[src/rtl/traffic_pkg.sv]
// Shared definitions for the traffic light controller and its lamp monitor:
// phase/lamp encodings, default dwell lengths and the monitor state type.
package traffic_pkg;

  localparam logic [1:0] PH_RED      = 2'd0;
  localparam logic [1:0] PH_YELLOW_1 = 2'd1;
  localparam logic [1:0] PH_GREEN    = 2'd2;
  localparam logic [1:0] PH_YELLOW_2 = 2'd3;

  localparam logic [2:0] LAMP_R = 3'b100;
  localparam logic [2:0] LAMP_Y = 3'b010;
  localparam logic [2:0] LAMP_G = 3'b001;

  localparam int DEF_RED_CYCLES    = 6;
  localparam int DEF_YELLOW_CYCLES = 2;
  localparam int DEF_GREEN_CYCLES  = 6;

  typedef enum logic [1:0] {
    KIND_R,
    KIND_Y,
    KIND_G
  } lamp_kind_e;

  typedef enum logic [2:0] {
    ST_SYNC,
    ST_RED,
    ST_Y1,
    ST_GRN,
    ST_Y2
  } mon_state_e;

  // SYNC reports phase 0; phase_valid tells it apart from RED.
  function automatic logic [1:0] state_phase(input mon_state_e s);
    case (s)
      ST_Y1:   return PH_YELLOW_1;
      ST_GRN:  return PH_GREEN;
      ST_Y2:   return PH_YELLOW_2;
      default: return PH_RED;
    endcase
  endfunction

endpackage

[src/rtl/traffic_lamp_decode.sv]
// Registers the three lamp inputs and classifies the registered code as
// a single red, yellow or green lamp, or as an invalid (not one-hot) code.
module traffic_lamp_decode
  import traffic_pkg::*;
(
  input  logic       clk,
  input  logic       rst,
  input  logic       red,
  input  logic       yellow,
  input  logic       green,
  output logic       lamp_valid,
  output lamp_kind_e lamp_kind
);

  logic [2:0] lamp_q;

  always_ff @(posedge clk) begin
    if (!rst) lamp_q <= 3'b000;
    else      lamp_q <= {red, yellow, green};
  end

  always_comb begin
    lamp_valid = 1'b1;
    lamp_kind  = KIND_R;
    case (lamp_q)
      LAMP_R:  lamp_kind = KIND_R;
      LAMP_Y:  lamp_kind = KIND_Y;
      LAMP_G:  lamp_kind = KIND_G;
      default: lamp_valid = 1'b0;
    endcase
  end

endmodule

[src/rtl/traffic_monitor.sv]
// Passive checker on the controller's lamps: follows RED->Y1->GRN->Y2->RED,
// measures dwell per phase, raises sticky error flags and counts cycles.
module traffic_monitor
  import traffic_pkg::*;
#(
  parameter int RED_CYCLES    = DEF_RED_CYCLES,
  parameter int YELLOW_CYCLES = DEF_YELLOW_CYCLES,
  parameter int GREEN_CYCLES  = DEF_GREEN_CYCLES,
  parameter int CNT_W         = 8
) (
  input  logic             clk,
  input  logic             rst,
  input  logic             red,
  input  logic             yellow,
  input  logic             green,
  input  logic             err_clr,
  output logic [1:0]       phase,
  output logic             phase_valid,
  output logic [CNT_W-1:0] dwell,
  output logic             err_onehot,
  output logic             err_seq,
  output logic             err_dwell,
  output logic             cycle_done,
  output logic [15:0]      cycle_count,
  output mon_state_e       dbg_state
);

  localparam logic [CNT_W-1:0] RED_REQ = CNT_W'(RED_CYCLES);
  localparam logic [CNT_W-1:0] YEL_REQ = CNT_W'(YELLOW_CYCLES);
  localparam logic [CNT_W-1:0] GRN_REQ = CNT_W'(GREEN_CYCLES);
  localparam logic [CNT_W-1:0] DWELL_MAX = '1;

  logic       lamp_valid;
  lamp_kind_e lamp_kind;

  traffic_lamp_decode u_decode (
    .clk        (clk),
    .rst        (rst),
    .red        (red),
    .yellow     (yellow),
    .green      (green),
    .lamp_valid (lamp_valid),
    .lamp_kind  (lamp_kind)
  );

  mon_state_e       state_q, state_d, nxt_state;
  lamp_kind_e       cur_kind, nxt_kind;
  logic [CNT_W-1:0] req, dwell_d, dwell_inc;
  logic             partial_q, partial_d;
  logic             set_onehot, set_seq, set_dwell, done_d;

  // Lamp expected now, lamp that legally follows, and required dwell.
  always_comb begin
    cur_kind  = KIND_R;
    nxt_kind  = KIND_Y;
    nxt_state = ST_Y1;
    req       = RED_REQ;
    case (state_q)
      ST_Y1: begin
        cur_kind  = KIND_Y;
        nxt_kind  = KIND_G;
        nxt_state = ST_GRN;
        req       = YEL_REQ;
      end
      ST_GRN: begin
        cur_kind  = KIND_G;
        nxt_kind  = KIND_Y;
        nxt_state = ST_Y2;
        req       = GRN_REQ;
      end
      ST_Y2: begin
        cur_kind  = KIND_Y;
        nxt_kind  = KIND_R;
        nxt_state = ST_RED;
        req       = YEL_REQ;
      end
      default: ;
    endcase
  end

  assign dwell_inc = (dwell == DWELL_MAX) ? dwell : dwell + CNT_W'(1);

  always_comb begin
    state_d    = state_q;
    dwell_d    = dwell;
    partial_d  = partial_q;
    set_onehot = 1'b0;
    set_seq    = 1'b0;
    set_dwell  = 1'b0;
    done_d     = 1'b0;
    case (state_q)
      ST_SYNC: begin
        // The first red after locking is partial; its length is unknown.
        if (lamp_valid && lamp_kind == KIND_R) begin
          state_d   = ST_RED;
          dwell_d   = CNT_W'(1);
          partial_d = 1'b1;
        end
      end
      default: begin
        if (!lamp_valid) begin
          set_onehot = 1'b1;
          state_d    = ST_SYNC;
          dwell_d    = '0;
        end else if (lamp_kind == cur_kind) begin
          dwell_d = dwell_inc;
          if (dwell == req) set_dwell = 1'b1;
        end else if (lamp_kind == nxt_kind) begin
          state_d   = nxt_state;
          dwell_d   = CNT_W'(1);
          partial_d = 1'b0;
          if (dwell < req && !partial_q) set_dwell = 1'b1;
          if (state_q == ST_Y2) done_d = 1'b1;
        end else begin
          set_seq = 1'b1;
          state_d = ST_SYNC;
          dwell_d = '0;
        end
      end
    endcase
  end

  always_ff @(posedge clk) begin
    if (!rst) begin
      state_q     <= ST_SYNC;
      dwell       <= '0;
      partial_q   <= 1'b0;
      err_onehot  <= 1'b0;
      err_seq     <= 1'b0;
      err_dwell   <= 1'b0;
      cycle_done  <= 1'b0;
      cycle_count <= 16'd0;
    end else begin
      state_q    <= state_d;
      dwell      <= dwell_d;
      partial_q  <= partial_d;
      // A fresh detection takes priority over a clear in the same cycle.
      err_onehot <= set_onehot | (err_onehot & ~err_clr);
      err_seq    <= set_seq    | (err_seq    & ~err_clr);
      err_dwell  <= set_dwell  | (err_dwell  & ~err_clr);
      cycle_done <= done_d;
      if (done_d) cycle_count <= cycle_count + 16'd1;
    end
  end

  assign phase       = state_phase(state_q);
  assign phase_valid = (state_q != ST_SYNC);
  assign dbg_state   = state_q;

endmodule

[config.mk]
export PLATFORM = sky130hd
export DESIGN_NAME = traffic_monitor
export DESIGN_NICKNAME = d
export VERILOG_FILES = /design/src/rtl/traffic_pkg.sv /design/src/rtl/traffic_lamp_decode.sv /design/src/rtl/traffic_monitor.sv
export SDC_FILE = /design/constraint.sdc
export NUM_CORES = 1
export LEC_CHECK = 0
export BUFFER_PORTS_ARGS = -buffer_cell sky130_fd_sc_hd__clkbuf_2
export CORE_MARGIN = 2
export CORE_UTILIZATION = 45
export DETAILED_ROUTE_END_ITERATION = 10
export GPL_ROUTABILITY_DRIVEN = 1
export GPL_TIMING_DRIVEN = 0
export HOLD_SLACK_MARGIN = 0.08
export PLACE_DENSITY = 0.7
export SLEW_MARGIN = 10
export SYNTH_ARGS = -nofsm -noshare
export SYNTH_HDL_FRONTEND = slang
export SYNTH_SLANG_ARGS = --single-unit
[constraint.sdc]
create_clock -name clk -period 1.8 [get_ports clk]
set_input_delay 0.18 -clock clk [delete_from_list [all_inputs] [get_ports clk]]
set_output_delay 0.18 -clock clk [all_outputs]
set_load 0.005 [all_outputs]
==> Word-level counts from Yosys, hierarchy flattened <==
Index checks and enable logic that the tools add are counted.
{ "op_classes": {"add_sub_neg": 2, "magnitude_cmp": 1, "n_eq_ne": 14, "mux": 40, "n_bitwise": 7, "n_reduce_logical": 13} }
{ "ops": {"columns": ["cell", "count"], "rows": [
  ["two-way mux 8 bit", 5],
  ["two-way mux 1 bit", 24],
  ["two-way mux 3 bit", 6],
  ["adder 16 x 1 -> 16 bit (second input constant)", 1],
  ["one-hot mux 2 bit (2 select lines)", 3],
  ["== test 3 x 2 -> 1 bit (second input constant)", 3],
  ["one-hot mux 3 bit (3 select lines)", 1],
  ["adder 8 x 1 -> 8 bit (second input constant)", 1],
  ["== test 8 bit", 1],
  ["== test 8 bit (second input constant)", 1],
  ["< comparator 8 bit", 1],
  ["== test 3 bit (second input constant)", 2],
  ["one-hot mux 2 bit (3 select lines)", 1],
  ["== test 2 bit", 2],
  ["inequality test 4 x 3 -> 1 bit (second input constant)", 1],
  ["AND reduction 2 bit", 2],
  ["AND reduction 4 bit", 1],
  ["nonzero test 2 bit", 2],
  ["bitwise AND 1 bit", 3],
  ["== test 3 x 1 -> 1 bit (second input constant)", 1],
  ["zero test 3 bit", 1],
  ["inequality test 3 x 2 -> 1 bit (second input constant)", 1],
  ["OR 1 bit", 3],
  ["nonzero test 3 bit", 1],
  ["other kinds (8)", 9]
]} }
{ "word_totals": {"regBits": 35, "in_bits": 6, "wordCells": 86} }

==> Logic depth before layout (Yosys ltp) <==
{ "depth": {"depth_word": 11, "ltp_mapped": 8, "mapped_depth_nobuf": 6} }

==> Cells and area by module <==
A second synthesis with hierarchy kept.
{ "unflattened": {"cells_unflattened": 225, "area_unflattened_um2": 1916.8} }
{ "modules_own_cells": {"columns": ["mod", "instances", "cells_per_inst", "area_per_inst_um2", "seq_area_each_um2"], "rows": [
  ["traffic_monitor", 1, 214, 1801.7, 640.6],
  ["traffic_lamp_decode", 1, 11, 115.1, 60.1]
]} }

==> Worst setup path after synthesis <==
No wires, ideal clock.
{ "synth_path": {"path_type": "register -> register", "start": "register state_q[2], in the netlist dbg_state[2]", "end": "register err_dwell", "arrival_ns": 1.730, "setup_slack_ns": 0.008, "path_stages_with_launch": 9, "path_buffers": 2, "period_less_slack_ns": 1.792, "cell_sequence": "dfxtp_1 buf_4 buf_2 xnor2_1 nor2_1 ha_1 a2111oi_0 nand4_1 nand3_1"} }
{ "synth_between": {"elab_chain_len": 11, "elab_cells_between_ends": 20, "classes_between": "order compare: 1; eq/ne: 6; mux: 9; bitwise: 1; reduce/logical: 3"} }
{ "synth_rtl": {"columns": ["item", "line", "rtl"], "rows": [
  ["start, declared", "traffic_monitor.sv:46", "mon_state_e state_q, state_d, nxt_state;"],
  ["start signal, assigned", "traffic_monitor.sv:134", "state_q <= state_d;"],
  ["== test 3 bit / == test 3 x 2 -> 1 bit (equally long branches)", "traffic_monitor.sv:58", "case (state_q)"],
  ["OR reduction 2 bit (no line)", null, null],
  ["two-way mux 3 bit", "traffic_monitor.sv:58", null],
  ["< comparator 8 bit", "traffic_monitor.sv:112", "if (dwell < req && !partial_q) set_dwell = 1'b1;"],
  ["logical AND 1 bit", "traffic_monitor.sv:112", null],
  ["two-way mux 1 bit", "traffic_monitor.sv:112", null],
  ["two-way mux 1 bit", "traffic_monitor.sv:108", "end else if (lamp_kind == nxt_kind) begin"],
  ["two-way mux 1 bit", "traffic_monitor.sv:105", "end else if (lamp_kind == cur_kind) begin"],
  ["two-way mux 1 bit", "traffic_monitor.sv:101", "if (!lamp_valid) begin"],
  ["two-way mux 1 bit *", "traffic_monitor.sv:91", "case (state_q)"],
  ["OR 1 bit *", "traffic_monitor.sv:140", "err_dwell <= set_dwell | (err_dwell & ~err_clr);"],
  ["end signal, assigned", "traffic_monitor.sv:140", null],
  ["end, declared", "traffic_monitor.sv:22", "output logic err_dwell,"]
]} }
Mark *: on every way between the ends. The rest lies on a longest branch, timed or not.
A chain may end at the register's enable or synchronous reset.

==> Worst setup path in the final report <==
{ "layout_path": {"start": "register u_decode.lamp_q[2]", "end": "register err_dwell"} }
{ "layout_between": {"elab_chain_len": 8, "elab_cells_between_ends": 13, "classes_between": "eq/ne: 5; mux: 6; bitwise: 1; reduce/logical: 1"} }
{ "layout_rtl": {"columns": ["item", "line", "rtl"], "rows": [
  ["start, declared", "traffic_lamp_decode.sv:15", "logic [2:0] lamp_q;"],
  ["start signal, assigned", "traffic_lamp_decode.sv:19", "else lamp_q <= {red, yellow, green};"],
  ["== test 3 x 1 -> 1 bit / == test 3 x 2 -> 1 bit (equally long branches)", "traffic_lamp_decode.sv:25", "case (lamp_q)"],
  ["one-hot mux 2 bit (2 select lines)", "traffic_lamp_decode.sv:25", null],
  ["== test 2 bit", "traffic_monitor.sv:108", null],
  ["two-way mux 1 bit", "traffic_monitor.sv:108", null],
  ["two-way mux 1 bit", "traffic_monitor.sv:105", null],
  ["two-way mux 1 bit *", "traffic_monitor.sv:101", null],
  ["two-way mux 1 bit *", "traffic_monitor.sv:91", null],
  ["OR 1 bit *", "traffic_monitor.sv:140", null]
]} }
Marked as above.

==> out/summary.md <==
### Timing
• 0 — Setup-failing EPs final
• 0 — fin. max-slew vios
• 67.83% — remaining max-slew budget at the tightest pin
• 0.4789 ns — transition time at the pin with the least slew margin
• 0 ns — sum of negative setup slack
• 0.007613 ns — clock skew
• true — setup repair after global routing missed its margin
• 0 — final-report hold violation count
• 560.7 MHz — Max Clk Rate
• 1.783 ns — minimum clock period
• 99.08% — share of the clock period used by the worst path

### Placed design
• 3.515 mm — post-detailed-placement half-perimeter wirelength
• 0.8463 — Placer Congestion
• 332 — cell count after placement
• 38 — PortBufs

### Floorplanning
• 69.73 microns — Die Height
• 0.004862 sq mm — area enclosed by the die boundary
• 0.004086 sq mm — area inside the core boundary
• 47.58% — initial core utilization
• 40 — count of pins on the block boundary
• 23 — number of rows created at floorplan
• 69.73 microns — Die Width

### Cells and area
• 33.89% — fraction of layout cells with a size suffix above 1
• 0 — count of antenna diodes in the layout
• 63.56% — fraction of the core area covered by cells at the end of the flow
• sky130_fd_sc_hd__clkbuf_2, sky130_fd_sc_hd__dfxtp_1, sky130_fd_sc_hd__nor2_1 — top library cells by usage in the layout, fill and taps aside
• 344 — fill cell instance count of the final layout
• sky130_fd_sc_hd__clkbuf_2 — commonest non-fill, non-tap cell in the layout
• 348 — fin cells
• 33.59% — synth-to-layout area growth
• 307 — net count of the finished layout

### Critical path
• clkbuf_4 -> or3b_1 -> nor3_2 -> a21oi_1 -> a2111o_1 -> nand3_1 — worst path cell trace
• sky130_fd_sc_hd__or3b_1 — cell with the largest stage delay on the worst path
• 6 — Worst R2R Path Depth
• u_decode.lamp_q[2] — launch instance of the worst register-to-register path
• 0.02 ns — register-to-register setup slack
• register — crit path capture type
• 10 — maximum fanout along the worst path
• simple AND/OR/NAND/NOR gates — critical path's top delay family
• register — CP Launch Type
• register to register — Critical Setup Path Class
• 0.46 ns — delay of the slowest critical-path stage
• err_dwell — RR Endpoint
• 2.04 ns — required time reported for the critical path endpoint
• 1 — CP Buf/Inv Count
• 2.02 ns — critical path data arrival time

### Drt
• 0 — count of nets left with antenna violations after detail routing
• 158 — First DRT Iteration DRCs
• 0 — residual DRC count
• 5.187 mm — aggregate routed wire length
• 2020 — routed via count
• 5 — number of detailed-route iterations in the first pass
• 14.91 microns — wire per inst
• 5.805 — via density per instance

### Logic synthesis
• 0.5148% — mux share of post-synthesis cell area
• 52 — number of distinct library cells after synthesis
• 35 — number of flip-flops and latches in the synthesized netlist
• 36.04% — sequential fraction of the synthesis area
• simple AND/OR/NAND/NOR gates — main combinational cell family by area after synthesis
• 7.658% — fraction of synthesized cell area in xor and xnor cells
• 0.001944 sq mm — total standard cell area after synthesis
• 0 — number of enable-type register cells in the synthesized netlist
• 254 — net count after synthesis
• 0 — yosys synthesis warning count
• 2.574% — adder-cell share of the synthesized area
• 0% — share of async-settable or async-resettable flops after synthesis
• 19.50% — area fraction in compound gates after synthesis
• 7.969 sq um — synthesized area divided by synthesized cell count
• sky130_fd_sc_hd__dfxtp_1, sky130_fd_sc_hd__nor2_1, sky130_fd_sc_hd__xnor2_1 — biggest area contributors in the synthesized netlist
• 244 — synthesized netlist cell count
• 28.64% — post-synthesis share of cell area spent on and, or, nand and nor gates
• sky130_fd_sc_hd__dfxtp_1 — area leader, netlist
• 36.04% — share of Yosys cell area claimed by the top area cell type
• sky130_fd_sc_hd__dfxtp_1 — most common flop cell mapped by yosys

### Power and ir drop
• 48.5% — part of the total power dissipated in sequential elements
• 17.9% — share of total power in combinational logic
• 0.001183 W — internal power consumption
• 652.1 mW/mm^2 — pwr dens
• 0.9601 nW — leakage power summed over all cells
• 33.6% — Clock power frac
• 393.9 uV — IR Drop Worst-Case VDD
• 0.0005106 W — power spent charging and discharging nets
• 30.15% — switching fraction of total power

### Clock network
• 0.29 ns — clock latency on the worst-skew pair
• 0 — number of hold-repair buffers added at the cts stage
• 2 — level count of the clock H-tree
• 2 — Max clock buf depth
• 5 — total clock buffers created by CTS
• done — clock tree from TritonCTS
• sky130_fd_sc_hd__clkbuf_8 — CTS root buf
• 0.08 ns — clock-pin slew of the registers on the worst-case setup and hold paths
• 35 — clock sinks

### GRT
• 20.53% — overall fraction of global-route tracks in use
• 1731 — number of global-route vias before repair
• 8.114 mm — first-pass GRT wire length
• 0 — initial antenna violation count
• 12 — largest net degree at the start of global routing
• 0 — GRT Residual Overflow

### Min path
• 2 — Hold Crit Depth
• input port to register — path type of the worst min-delay path
• u_decode.lamp_q[2] — endpoint of the worst hold-timing path
• red — worst hold path startpoint

### Run status
• finished clean — status

### Job
• 0 — count of max-cap constraint violations

## metal layers
metal / vias up / global-route usage (%) / routed length [microns]
met5: - / 0 / 0
li1: 991 / - / -
met2: 65 / 33.44 / 2484
met1: 959 / 27.26 / 2348
met4: 0 / 4.915 / 42
met3: 5 / 5.378 / 312
## metrics by stage
step	hold slack, ns	setup slack, ns	area [sq um]	power, W
2_1_floorplan	0.3073	0.008342	1944	0.0009870
3_3_place_gp	0.3881	-0.2084	2197	0.001057
3_5_place_dp	0.3918	-0.2058	2197	0.001060
4_1_cts	0.09403	-0.02278	2400	0.001643
5_1_grt	0.1022	-0.05146	2597	0.001762
6_report	0.09476	0.01661	2597	0.001694
## cells by family after synthesis
group,count (synthesis)
AO/OA/AOI/OAI,57
multiplexers,1
adder cells (fa/ha/maj),4
AND/OR/NAND/NOR,107
buffers and inverters,23
XOR/XNOR,17
flip-flops,35
## layout make-up
cell class                 instances  area, sq um  area share [%]
multi-input combinational        186         1351           52.02
buffer                            12        87.58           3.372
sequential                        35        715.7           27.55
clock buffer                       6        72.57           2.794
timing repair buffer              47        257.7           9.923
tap                               50        62.56           2.408
clock inverter                     2        12.51          0.4817
inverter                          10        37.54           1.445
## timing repair
action                                  4_1_cts  5_1_grt
resized for setup                            25       36
endpoints found under the setup margin       14       20
pin swaps                                     4       15
setup buffers                                 1        8
## cells in the mapped netlist, types with 3 or more instances
cell and n:
sky130_fd_sc_hd__a21oi_1 14, sky130_fd_sc_hd__a22oi_1 4, sky130_fd_sc_hd__a31oi_1 3, sky130_fd_sc_hd__and2_1 4, sky130_fd_sc_hd__buf_2 7, sky130_fd_sc_hd__clkbuf_1 5
sky130_fd_sc_hd__dfxtp_1 35, sky130_fd_sc_hd__ha_1 4, sky130_fd_sc_hd__inv_1 8, sky130_fd_sc_hd__nand2_1 14, sky130_fd_sc_hd__nand3_1 13, sky130_fd_sc_hd__nand4_1 8
sky130_fd_sc_hd__nor2_1 31, sky130_fd_sc_hd__nor2b_1 5, sky130_fd_sc_hd__nor3_1 11, sky130_fd_sc_hd__nor4_1 4, sky130_fd_sc_hd__o21ai_0 11, sky130_fd_sc_hd__o21ai_1 5
sky130_fd_sc_hd__xnor2_1 11, sky130_fd_sc_hd__xor2_1 6
## state kept, by name, indices dropped and copies added (netlist names)
signal	flops
cycle_count	16
cycle_done	1
dbg_state	3
dwell	8
err_dwell	1
err_onehot	1
err_seq	1
partial_q	1
u_decode.lamp_q	3
## worst max path at each step
stage / start / endpoint / slack, ns / cells past startpoint
2_1_floorplan: dbg_state[2] / err_dwell / 0.008 / 8
5_1_grt: u_decode.lamp_q[0] / dwell[4] / -0.05 / 6
3_3_place_gp: dbg_state[1] / err_dwell / -0.21 / 7
3_5_place_dp: dbg_state[1] / err_dwell / -0.21 / 7
4_1_cts: u_decode.lamp_q[0] / dbg_state[0] / -0.02 / 7
6_report: u_decode.lamp_q[2] / err_dwell / 0.02 / 6
## power groups by stage
| stage | Combinational, W | Clock, W | Sequential, W |
|---|---|---|---|
| 3_3_place_gp | 0.000227 | 0 | 0.000829 |
| 4_1_cts | 0.000257 | 0.000573 | 0.000814 |
| 5_1_grt | 0.000331 | 0.000607 | 0.000824 |
| 6_report | 0.000304 | 0.000569 | 0.000821 |
| 3_5_place_dp | 0.000231 | 0 | 0.000829 |
| 2_1_floorplan | 0.000161 | 0 | 0.000826 |
No activity file was read; power rests on OpenSTA's default activity.
